`config.mk`:
```
export PLATFORM = sky130hd
export DESIGN_NAME = mac_dot_sequencer
export DESIGN_NICKNAME = d
export VERILOG_FILES = /design/src/rtl/mac_seq_pkg.sv /design/src/rtl/mac_op_fifo.sv /design/src/rtl/mac_dot_sequencer.sv
export SDC_FILE = /design/constraint.sdc
export NUM_CORES = 1
export LEC_CHECK = 0
export CAP_MARGIN = 0
export CELL_PAD_IN_SITES_DETAIL_PLACEMENT = 0
export CELL_PAD_IN_SITES_GLOBAL_PLACEMENT = 1
export CORE_ASPECT_RATIO = 0.6
export CORE_MARGIN = 2
export CORE_UTILIZATION = 39
export DETAILED_ROUTE_END_ITERATION = 16
export PLACE_DENSITY_LB_ADDON = 0.1
export SETUP_SLACK_MARGIN = 0.05
export SKIP_CTS_REPAIR_TIMING = 1
export SLEW_MARGIN = 10
export SYNTH_ARGS = -nofsm -noshare
export SYNTH_HDL_FRONTEND = slang
export SYNTH_SLANG_ARGS = --single-unit
```
`constraint.sdc`:
```
create_clock -name clk -period 1.9 [get_ports clk]
set_input_delay 0.38 -clock clk [delete_from_list [all_inputs] [get_ports clk]]
set_output_delay 0.38 -clock clk [all_outputs]
set_load 0.01 [all_outputs]
```
`src/rtl/mac_seq_pkg.sv`:
```
// Shared types and widths for the MAC operand sequencer.
package mac_seq_pkg;

  localparam int OP_W  = 4;
  localparam int ACC_W = 8;

  typedef enum logic [2:0] {
    IDLE,
    CLEAR,
    RUN,
    DRAIN,
    DONE
  } seq_state_t;

  typedef struct packed {
    logic [OP_W-1:0] a;
    logic [OP_W-1:0] b;
    logic            cin;
  } mac_op_t;

endpackage

```
`src/rtl/mac_op_fifo.sv`:
```
// Synchronous operand FIFO; pointers carry one extra bit so full and empty
// are told apart when the index bits match.
module mac_op_fifo
  import mac_seq_pkg::*;
#(
  parameter int DEPTH = 4
) (
  input  logic    clk,
  input  logic    rst,
  input  logic    push,
  input  mac_op_t din,
  input  logic    pop,
  output mac_op_t dout,
  output logic    full,
  output logic    empty
);

  localparam int AW = $clog2(DEPTH);

  mac_op_t       mem [DEPTH];
  logic [AW:0]   wr_ptr, rd_ptr;
  logic          do_push, do_pop;

  assign empty   = (wr_ptr == rd_ptr);
  assign full    = (wr_ptr[AW] != rd_ptr[AW]) && (wr_ptr[AW-1:0] == rd_ptr[AW-1:0]);
  assign do_pop  = pop && !empty;
  // a pop in the same cycle frees the slot the push lands in
  assign do_push = push && (!full || do_pop);
  assign dout    = mem[rd_ptr[AW-1:0]];

  always_ff @(posedge clk or negedge rst) begin
    if (!rst) begin
      wr_ptr <= '0;
      rd_ptr <= '0;
    end else begin
      if (do_push) wr_ptr <= wr_ptr + 1'b1;
      if (do_pop)  rd_ptr <= rd_ptr + 1'b1;
    end
  end

  always_ff @(posedge clk) begin
    if (do_push) mem[wr_ptr[AW-1:0]] <= din;
  end

endmodule

```
`src/rtl/mac_dot_sequencer.sv`:
```
// Operand sequencer for the 4-bit MAC: clears the accumulator, issues len
// queued (a,b,cin) triples, drains the MAC pipe and returns {sum, carry}.
// Build option MAC_SEQ_OVF_STICKY_EN: m_ovf is the OR of cout over the frame.
module mac_dot_sequencer
  import mac_seq_pkg::*;
#(
  parameter int DEPTH   = 4,
  parameter int MAC_LAT = 1
) (
  input  logic             clk,
  input  logic             rst,
  input  logic             start,
  input  logic [7:0]       len,
  input  logic             s_valid,
  output logic             s_ready,
  input  logic [OP_W-1:0]  s_a,
  input  logic [OP_W-1:0]  s_b,
  input  logic             s_cin,
  output logic [OP_W-1:0]  mac_a,
  output logic [OP_W-1:0]  mac_b,
  output logic             mac_cin,
  output logic             mac_clr,
  input  logic [ACC_W-1:0] mac_result,
  input  logic             mac_cout,
  output logic             m_valid,
  input  logic             m_ready,
  output logic [ACC_W-1:0] m_sum,
  output logic             m_ovf,
  output logic             busy
);

  // DRAIN spans the cycle showing the last operand plus MAC_LAT+1 zero cycles
  localparam int STAGES = MAC_LAT + 1;

  seq_state_t      state;
  logic [7:0]      cnt;
  logic [STAGES:0] vld_pipe;
  mac_op_t         push_op, head;
  logic            full, empty, pop, ovf_cap;

  assign push_op = '{a: s_a, b: s_b, cin: s_cin};
  assign s_ready = !full;
  assign pop     = (state == RUN) && !empty && (cnt != 8'd0);
  assign busy    = (state != IDLE);

  mac_op_fifo #(.DEPTH(DEPTH)) u_fifo (
    .clk   (clk),
    .rst   (rst),
    .push  (s_valid & s_ready),
    .din   (push_op),
    .pop   (pop),
    .dout  (head),
    .full  (full),
    .empty (empty)
  );

`ifdef MAC_SEQ_OVF_STICKY_EN
  logic ovf_acc;

  always_ff @(posedge clk or negedge rst) begin
    if (!rst)                              ovf_acc <= 1'b0;
    else if (state == CLEAR)               ovf_acc <= mac_cout;
    else if (state == RUN || state == DRAIN) ovf_acc <= ovf_acc | mac_cout;
  end

  assign ovf_cap = ovf_acc | mac_cout;
`else
  assign ovf_cap = mac_cout;
`endif

  always_ff @(posedge clk or negedge rst) begin
    if (!rst) begin
      state    <= IDLE;
      cnt      <= 8'd0;
      vld_pipe <= '0;
      mac_a    <= '0;
      mac_b    <= '0;
      mac_cin  <= 1'b0;
      mac_clr  <= 1'b1;
      m_valid  <= 1'b0;
      m_sum    <= '0;
      m_ovf    <= 1'b0;
    end else begin
      // the MAC adds every edge, so anything but a pop feeds it 0*0+0
      mac_a   <= '0;
      mac_b   <= '0;
      mac_cin <= 1'b0;
      mac_clr <= 1'b0;
      case (state)
        IDLE: begin
          if (start) begin
            cnt     <= len;
            mac_clr <= 1'b1;
            state   <= CLEAR;
          end
        end
        CLEAR: begin
          vld_pipe <= {{STAGES{1'b0}}, 1'b1};
          state    <= (cnt == 8'd0) ? DRAIN : RUN;
        end
        RUN: begin
          if (pop) begin
            mac_a   <= head.a;
            mac_b   <= head.b;
            mac_cin <= head.cin;
            cnt     <= cnt - 8'd1;
            if (cnt == 8'd1) begin
              vld_pipe <= {{STAGES{1'b0}}, 1'b1};
              state    <= DRAIN;
            end
          end
        end
        DRAIN: begin
          if (vld_pipe[STAGES]) begin
            m_sum   <= mac_result;
            m_ovf   <= ovf_cap;
            m_valid <= 1'b1;
            state   <= DONE;
          end else begin
            vld_pipe <= vld_pipe << 1;
          end
        end
        DONE: begin
          if (m_ready) begin
            m_valid <= 1'b0;
            state   <= IDLE;
          end
        end
        default: state <= IDLE;
      endcase
    end
  end

endmodule
```
==> out/results.ini, run 1 <==
[timing]
rsz0062_at_grt=true
min_period_over_period_pct=92.7
tightest_slew_ps=519
max_slew_margin_pct=65.0
worst_slack_ps=139
fin_crit_ps=1760
skew_ps=5.61
fmax_ghz=0.568
whs_ps=14.8
hold_viol_final=0
slew_viol_final=0
finalSetupTns_ps=0
finalSetupViolations=0

[finish]
area_growth_pct=36.2
diodes=0
nNetsFinal=348
drive_gt1_share_pct=27.0

[die]
row_count=25
die_area_um2=9180
fp.coreArea_um2=8010
die_w_um=122
num_io_pins=53
start_util_pct=41.0
die_h_um=75.0

[synth]
ys_ff_latch=76
seq_area_frac_synth_pct=63.5
synthArstFlopShare_pct=52.6
synth_area_um2=3280
synth-edff-count=36
syn-num-nets=260
syn_inst=222
yosysWarnings=0
synth.avg_cell_area_um2=14.8
synthTopCellsByArea=edfxtp_1 (33%), dfrtp_1 (30%), mux4_2 (6.2%), mux2_2 (3.8%), ha_1 (2.7%)
synth.top_cell.area_share_pct=33.0
synth_flop_cell=dfrtp_1
synth_top_cell_by_area=edfxtp_1
ys_types=51

[clocking]
clk_pin_slew_ps=50
h-tree-depth=3
clkSinkCount=76
clk_root_buffer_cell=clkbuf_16
clkLatencyLatePin_ps=330
numCtsBuffers=9
clockBufferDepth=2
cts_tree=built

[status]
outcome=finished clean

[global_routing]
grt_max_degree=22
globalRouteTotalUtil_pct=16.5
overflow=0
grt_pass1_wl_um=11000
grt_pass1_vias=2158
antenna_found_initial=0

[routing]
first_iter_violations=127
vias_per_cell=4.96
routed_wl_um=6830
vias=2100
ant_nets=0
drc_errors=0
firstDrtPassIters=4
wl_per_cell_um=16.2

[setup_path]
critPathBufInv=2
path_delay_family=simple AND/OR/NAND/NOR gates
rr_endpoint=cnt[6]
crit_required_ps=2160
start_kind=flop
worstPathArrival_ps=2020
rrSetupSlack_ps=140
crit_path_max_incr_delay_ps=470
worst-r2r-cell-count=6
path_cells=inv_1 -> ha_1 -> buf_4 -> or3b_2 -> o31ai_1 -> a32o_1
r2r_start=cnt[0]
critPathSlowestCell=or3b_2
critPathKind=flop to flop
crit_fanout=3
critPathCaptureType=flop

[placement]
place_congestion=0.744
hpwl_um=4850
place_ws_ps=-59.2
port_buffers=52

[power]
power.density_nw_per_um2=1690
power_leakage_uw=0.00176
irDropWorstVdd_mv=0.800
p_total_uw=7550

[min_path]
hold_class=input port to async pin

[job]
drv_cap=0

==> cells in the final DEF (no fill, tap or decap), types with 4 or more instances in the layout <==
cell             count
a22o_1               4
and2_1               4
buf_4               29
clkbuf_16            9
clkdlybuf4s50_1     49
dfrtp_1             36
edfxtp_1            36
ha_1                 7
inv_1               10
mux2_2              11
mux4_2               9
nand2_1             15
nand3_1              7
nor2_1               7
nor2b_1             10
o21ai_0              5
xnor2_1              5
==> Yosys cell counts (2+ instances only) <==
master	number
a21oi_1	3
a22o_1	4
a31o_2	3
a32o_1	3
and2_1	4
buf_2	2
clkbuf_1	2
dfrtp_1	39
edfxtp_1	36
ha_1	7
inv_1	10
mux2_2	11
mux4_2	9
nand2_1	15
nand2_2	2
nand3_1	7
nor2_1	8
nor2b_1	10
nor3_1	2
nor3b_1	2
o211ai_1	2
o21ai_0	5
o31ai_1	2
o41ai_1	2
xnor2_1	5
xor2_1	2
==> where the power goes <==
part	internal (uW)	leakage [uW]	total, uW	switching [uW]
Clock	1010	0.000136	1610	600
Combinational	1810	0.000821	3290	1480
Sequential	2320	0.000806	2660	341
==> metal layers <==
metal  global-route usage (%)  wire (um)
met4                     5.75         59
met2                     22.3       2760
met5                        0          0
met3                     7.65        538
met1                     23.5       3480
==> worst max-delay path by stage <==
| stage | start | slack (ps) | to | cells past startpoint |
|---|---|---|---|---|
| detailed placement | start | -60 | cnt[1] | 5 |
| global route | u_fifo.wr_ptr[0] | 30 | s_ready | 4 |
| floorplan | cnt[0] | 100 | cnt[1] | 6 |
| finish | cnt[0] | 140 | cnt[6] | 6 |
| global placement | start | -50 | cnt[1] | 5 |
| CTS | u_fifo.wr_ptr[0] | -230 | s_ready | 4 |
==> state kept, by name, indices dropped and copies added (netlist names) <==
name,cells
mac_a,4
mac_clr,1
m_ovf,1
u_fifo.mem,36
u_fifo.rd_ptr,3
vld_pipe,3
m_sum,8
u_fifo.wr_ptr,3
cnt,8
state,3
m_valid,1
mac_b,4
mac_cin,1
==> through the flow <==
step / instance area [um^2] / std cells / utilization [%]
floorplan: 3280 / 222 / -
global placement: 4160 / 406 / 52.0
detailed placement: 4160 / 406 / 52.0
CTS: 4440 / 422 / 55.4
global route: 4470 / 423 / 55.8
finish: 4470 / 423 / 55.8
==> final cells by class <==
| class | instances | area (um^2) |
|---|---|---|
| inverter | 11 | 42.5 |
| tap | 108 | 135 |
| clock buffer | 12 | 236 |
| sequential | 76 | 2090 |
| clock inverter | 4 | 42.5 |
| multi-input combinational | 128 | 1120 |
| timing repair buffer | 84 | 798 |
| fill | 685 | 3540 |
==> kinds of logic after synthesis <==
logic type | after synthesis | synth area share (%)
adders and majority gates | 7 | 2.67
xor gates and xnor gates | 8 | 2.37
and+or+nand+nor | 59 | 9.88
muxes | 21 | 10.4
DFF | 76 | 63.5
AOI/OAI and AO/OA | 33 | 8.62
buffers and inverters | 18 | 2.52
==> worst reg2reg max path: stages, from the launching register on <==
cell	delay (ps)
dfrtp_1	390
inv_1	80
ha_1	200
buf_4	140
or3b_2	470
o31ai_1	260
a32o_1	160
Note: power is estimated with default switching activity, not from simulation.
==> run 2, diff against run 1 <==
PLACE_DENSITY = 0.87   (was not set)
PLACE_DENSITY_LB_ADDON = not set   (was 0.1)
==> run 2 against run 1 <==
Setup slack better by 17 ps. First-iteration DRC count is 39% higher. Die area stayed put. Via count is 0.62% lower. Flip-flop and latch count stayed put. Non-clock buffer count is 5 lower. Cell area is 0.50% higher. Cell count is 1.2% lower. Highest routed layer unchanged. Sequential share of layout area is 0.21 points lower. Sequential power is 2% higher.
==> out/results.ini, run 2 (same netlist as run 1, synthesis figures left out) <==
[die]
die_w_um=122  ; unchanged
die_h_um=75.0  ; unchanged
fp.coreArea_um2=8010  ; unchanged
row_count=25  ; unchanged
die_area_um2=9180  ; unchanged
start_util_pct=41.0  ; unchanged
num_io_pins=53  ; unchanged

[power]
irDropWorstVdd_mv=0.835  ; +4.3%
power.internal_uw=5070  ; -1.2%
p_sw_uw=2500  ; +3.3%
seq_power_share_pct=35.7  ; +0.5 points
power.density_nw_per_um2=1690  ; -0.30%
p_sw_share_pct=33.0  ; +0.98 points
power_leakage_uw=0.00175  ; -0.58%
p_comb_share_pct=43.2  ; -0.3 points
p_clk_share_pct=21.1  ; -0.2 points

[setup_path]
crit_fanout=1  ; -2
crit_required_ps=1520  ; -640 ps
crit_path_max_incr_delay_ps=530  ; +60 ps
critPathCaptureType=primary output
path_delay_family=buffers and inverters
worst-r2r-cell-count=5  ; -1
critPathBufInv=1  ; -1
worstPathArrival_ps=1360  ; -660 ps
start_kind=flop
path_cells=clkdlybuf4s50_1
critPathSlowestCell=clkdlybuf4s50_1
critical_path_depth=1  ; -5
critPathKind=flop to primary output

[global_routing]
grt_pass1_wl_um=10400  ; -5.8%
grt_pass1_vias=2052  ; -4.9%
globalRouteTotalUtil_pct=15.6  ; -0.92 points
antenna_found_initial=0  ; unchanged
grt_max_degree=41  ; +86%
overflow=0  ; unchanged

[timing]
fin_crit_ps=1740  ; -17.4 ps
skew_ps=5.38  ; -0.230 ps
tightest_slew_ps=536  ; +16.9 ps
max_slew_margin_pct=64.3  ; -0.67 points
slew_viol_final=0  ; unchanged
rsz0062_at_grt=false
hold_viol_final=0  ; unchanged
min_period_over_period_pct=91.8  ; -0.92 points
fmax_ghz=0.573  ; +1.0%
whs_ps=109  ; +93.7 ps
finalSetupViolations=0  ; unchanged

[status]
outcome=finished clean

[routing]
firstDrtPassIters=4  ; unchanged
wl_per_cell_um=15.1  ; -6.6%
ant_nets=0  ; unchanged
vias=2087  ; -0.62%
routed_wl_um=6300  ; -7.7%
drc_errors=0  ; unchanged
first_iter_violations=176  ; +39%
vias_per_cell=4.99  ; +0.57%

[clocking]
clockBufferDepth=2  ; unchanged
cts_tree=built
clk_pin_slew_ps=60  ; about the same
h-tree-depth=3  ; unchanged
clkSinkCount=76  ; unchanged
numCtsBuffers=9  ; unchanged
clkLatencyLatePin_ps=340  ; about the same
clk_root_buffer_cell=clkbuf_16

[finish]
drive_gt1_share_pct=29.4  ; +2.4 points
nNetsFinal=343  ; -1.4%
layout.cells.most_common=clkdlybuf4s50_1
most-common-layout-cells=clkdlybuf4s50_1 (49), edfxtp_1 (36), dfrtp_1 (35)
diodes=0  ; unchanged
area_growth_pct=36.9
utilization_pct=56.1  ; +0.28 points
largest_register_ffs=36  ; unchanged
fillers=665  ; -2.9%

[min_path]
hold_class=input port to async pin

[placement]
hpwl_um=4450  ; -8.2%
port_buffers=52  ; unchanged
place_congestion=0.795  ; +6.8%

[job]
drv_cap=0  ; unchanged

## run 2: changes by cell type in the layout (fill, tap and decap cells not counted), sizes merged
cell	before	now
buf	33	28
clkinvlp	0	1
bufinv	1	0
inv	10	13
clkinv	4	3
clkbuf	12	10
## run 2: area by class of cell
class	instances	area [um^2]	area share, %
Clock buffer	10	239	5.32
Clock inverter	6	46.3	1.03
Inverter	11	42.5	0.948
Multi-Input combinational cell	128	1180	26.2
Sequential cell	76	2090	46.5
Tap cell	108	135	3.01
Timing Repair Buffer	79	761	16.9
## run 2: per-stage QoR
stage,TNS [ps],setup WS [ps],cells,power (uW),instance area (um^2)
final,0,156,418,7560,4490
after global routing,0,52.9,418,8090,4490
after CTS,-217,-198,417,7470,4410
after detailed placement,-461,-67.3,401,5850,4120
after global placement,-180,-47.2,401,5780,4120
after floorplan,0,102,222,4550,3280
## run 2: worst paths after layout
path,from,to,slack [ps]
setup / recovery,mac_clr,mac_clr,160
setup reg to reg,u_fifo.wr_ptr[0],cnt[1],170
min in group clk,m_sum[3],m_sum[3],500
hold reg to reg,m_sum[3],m_sum[3],500
max in group asynchronous,rst,u_fifo.wr_ptr[1],1390
hold / removal,rst,mac_a[1],110
## run 2: power by group through the flow
stage                     registers (uW)  clock network [uW]  logic (uW)
after floorplan                     2690                   0        1870
after global placement              2650                   0        3130
after detailed placement            2680                   0        3170
after CTS                           2650                1630        3190
after global routing                2770                1730        3590
final                               2700                1600        3270
## run 2: metal layers
| metal | track usage, % | wire length [um] |
|---|---|---|
| met5 | 0 | 0 |
| met4 | 6.26 | 95 |
| met3 | 6.44 | 404 |
| met2 | 21.5 | 2740 |
| met1 | 22.0 | 3060 |
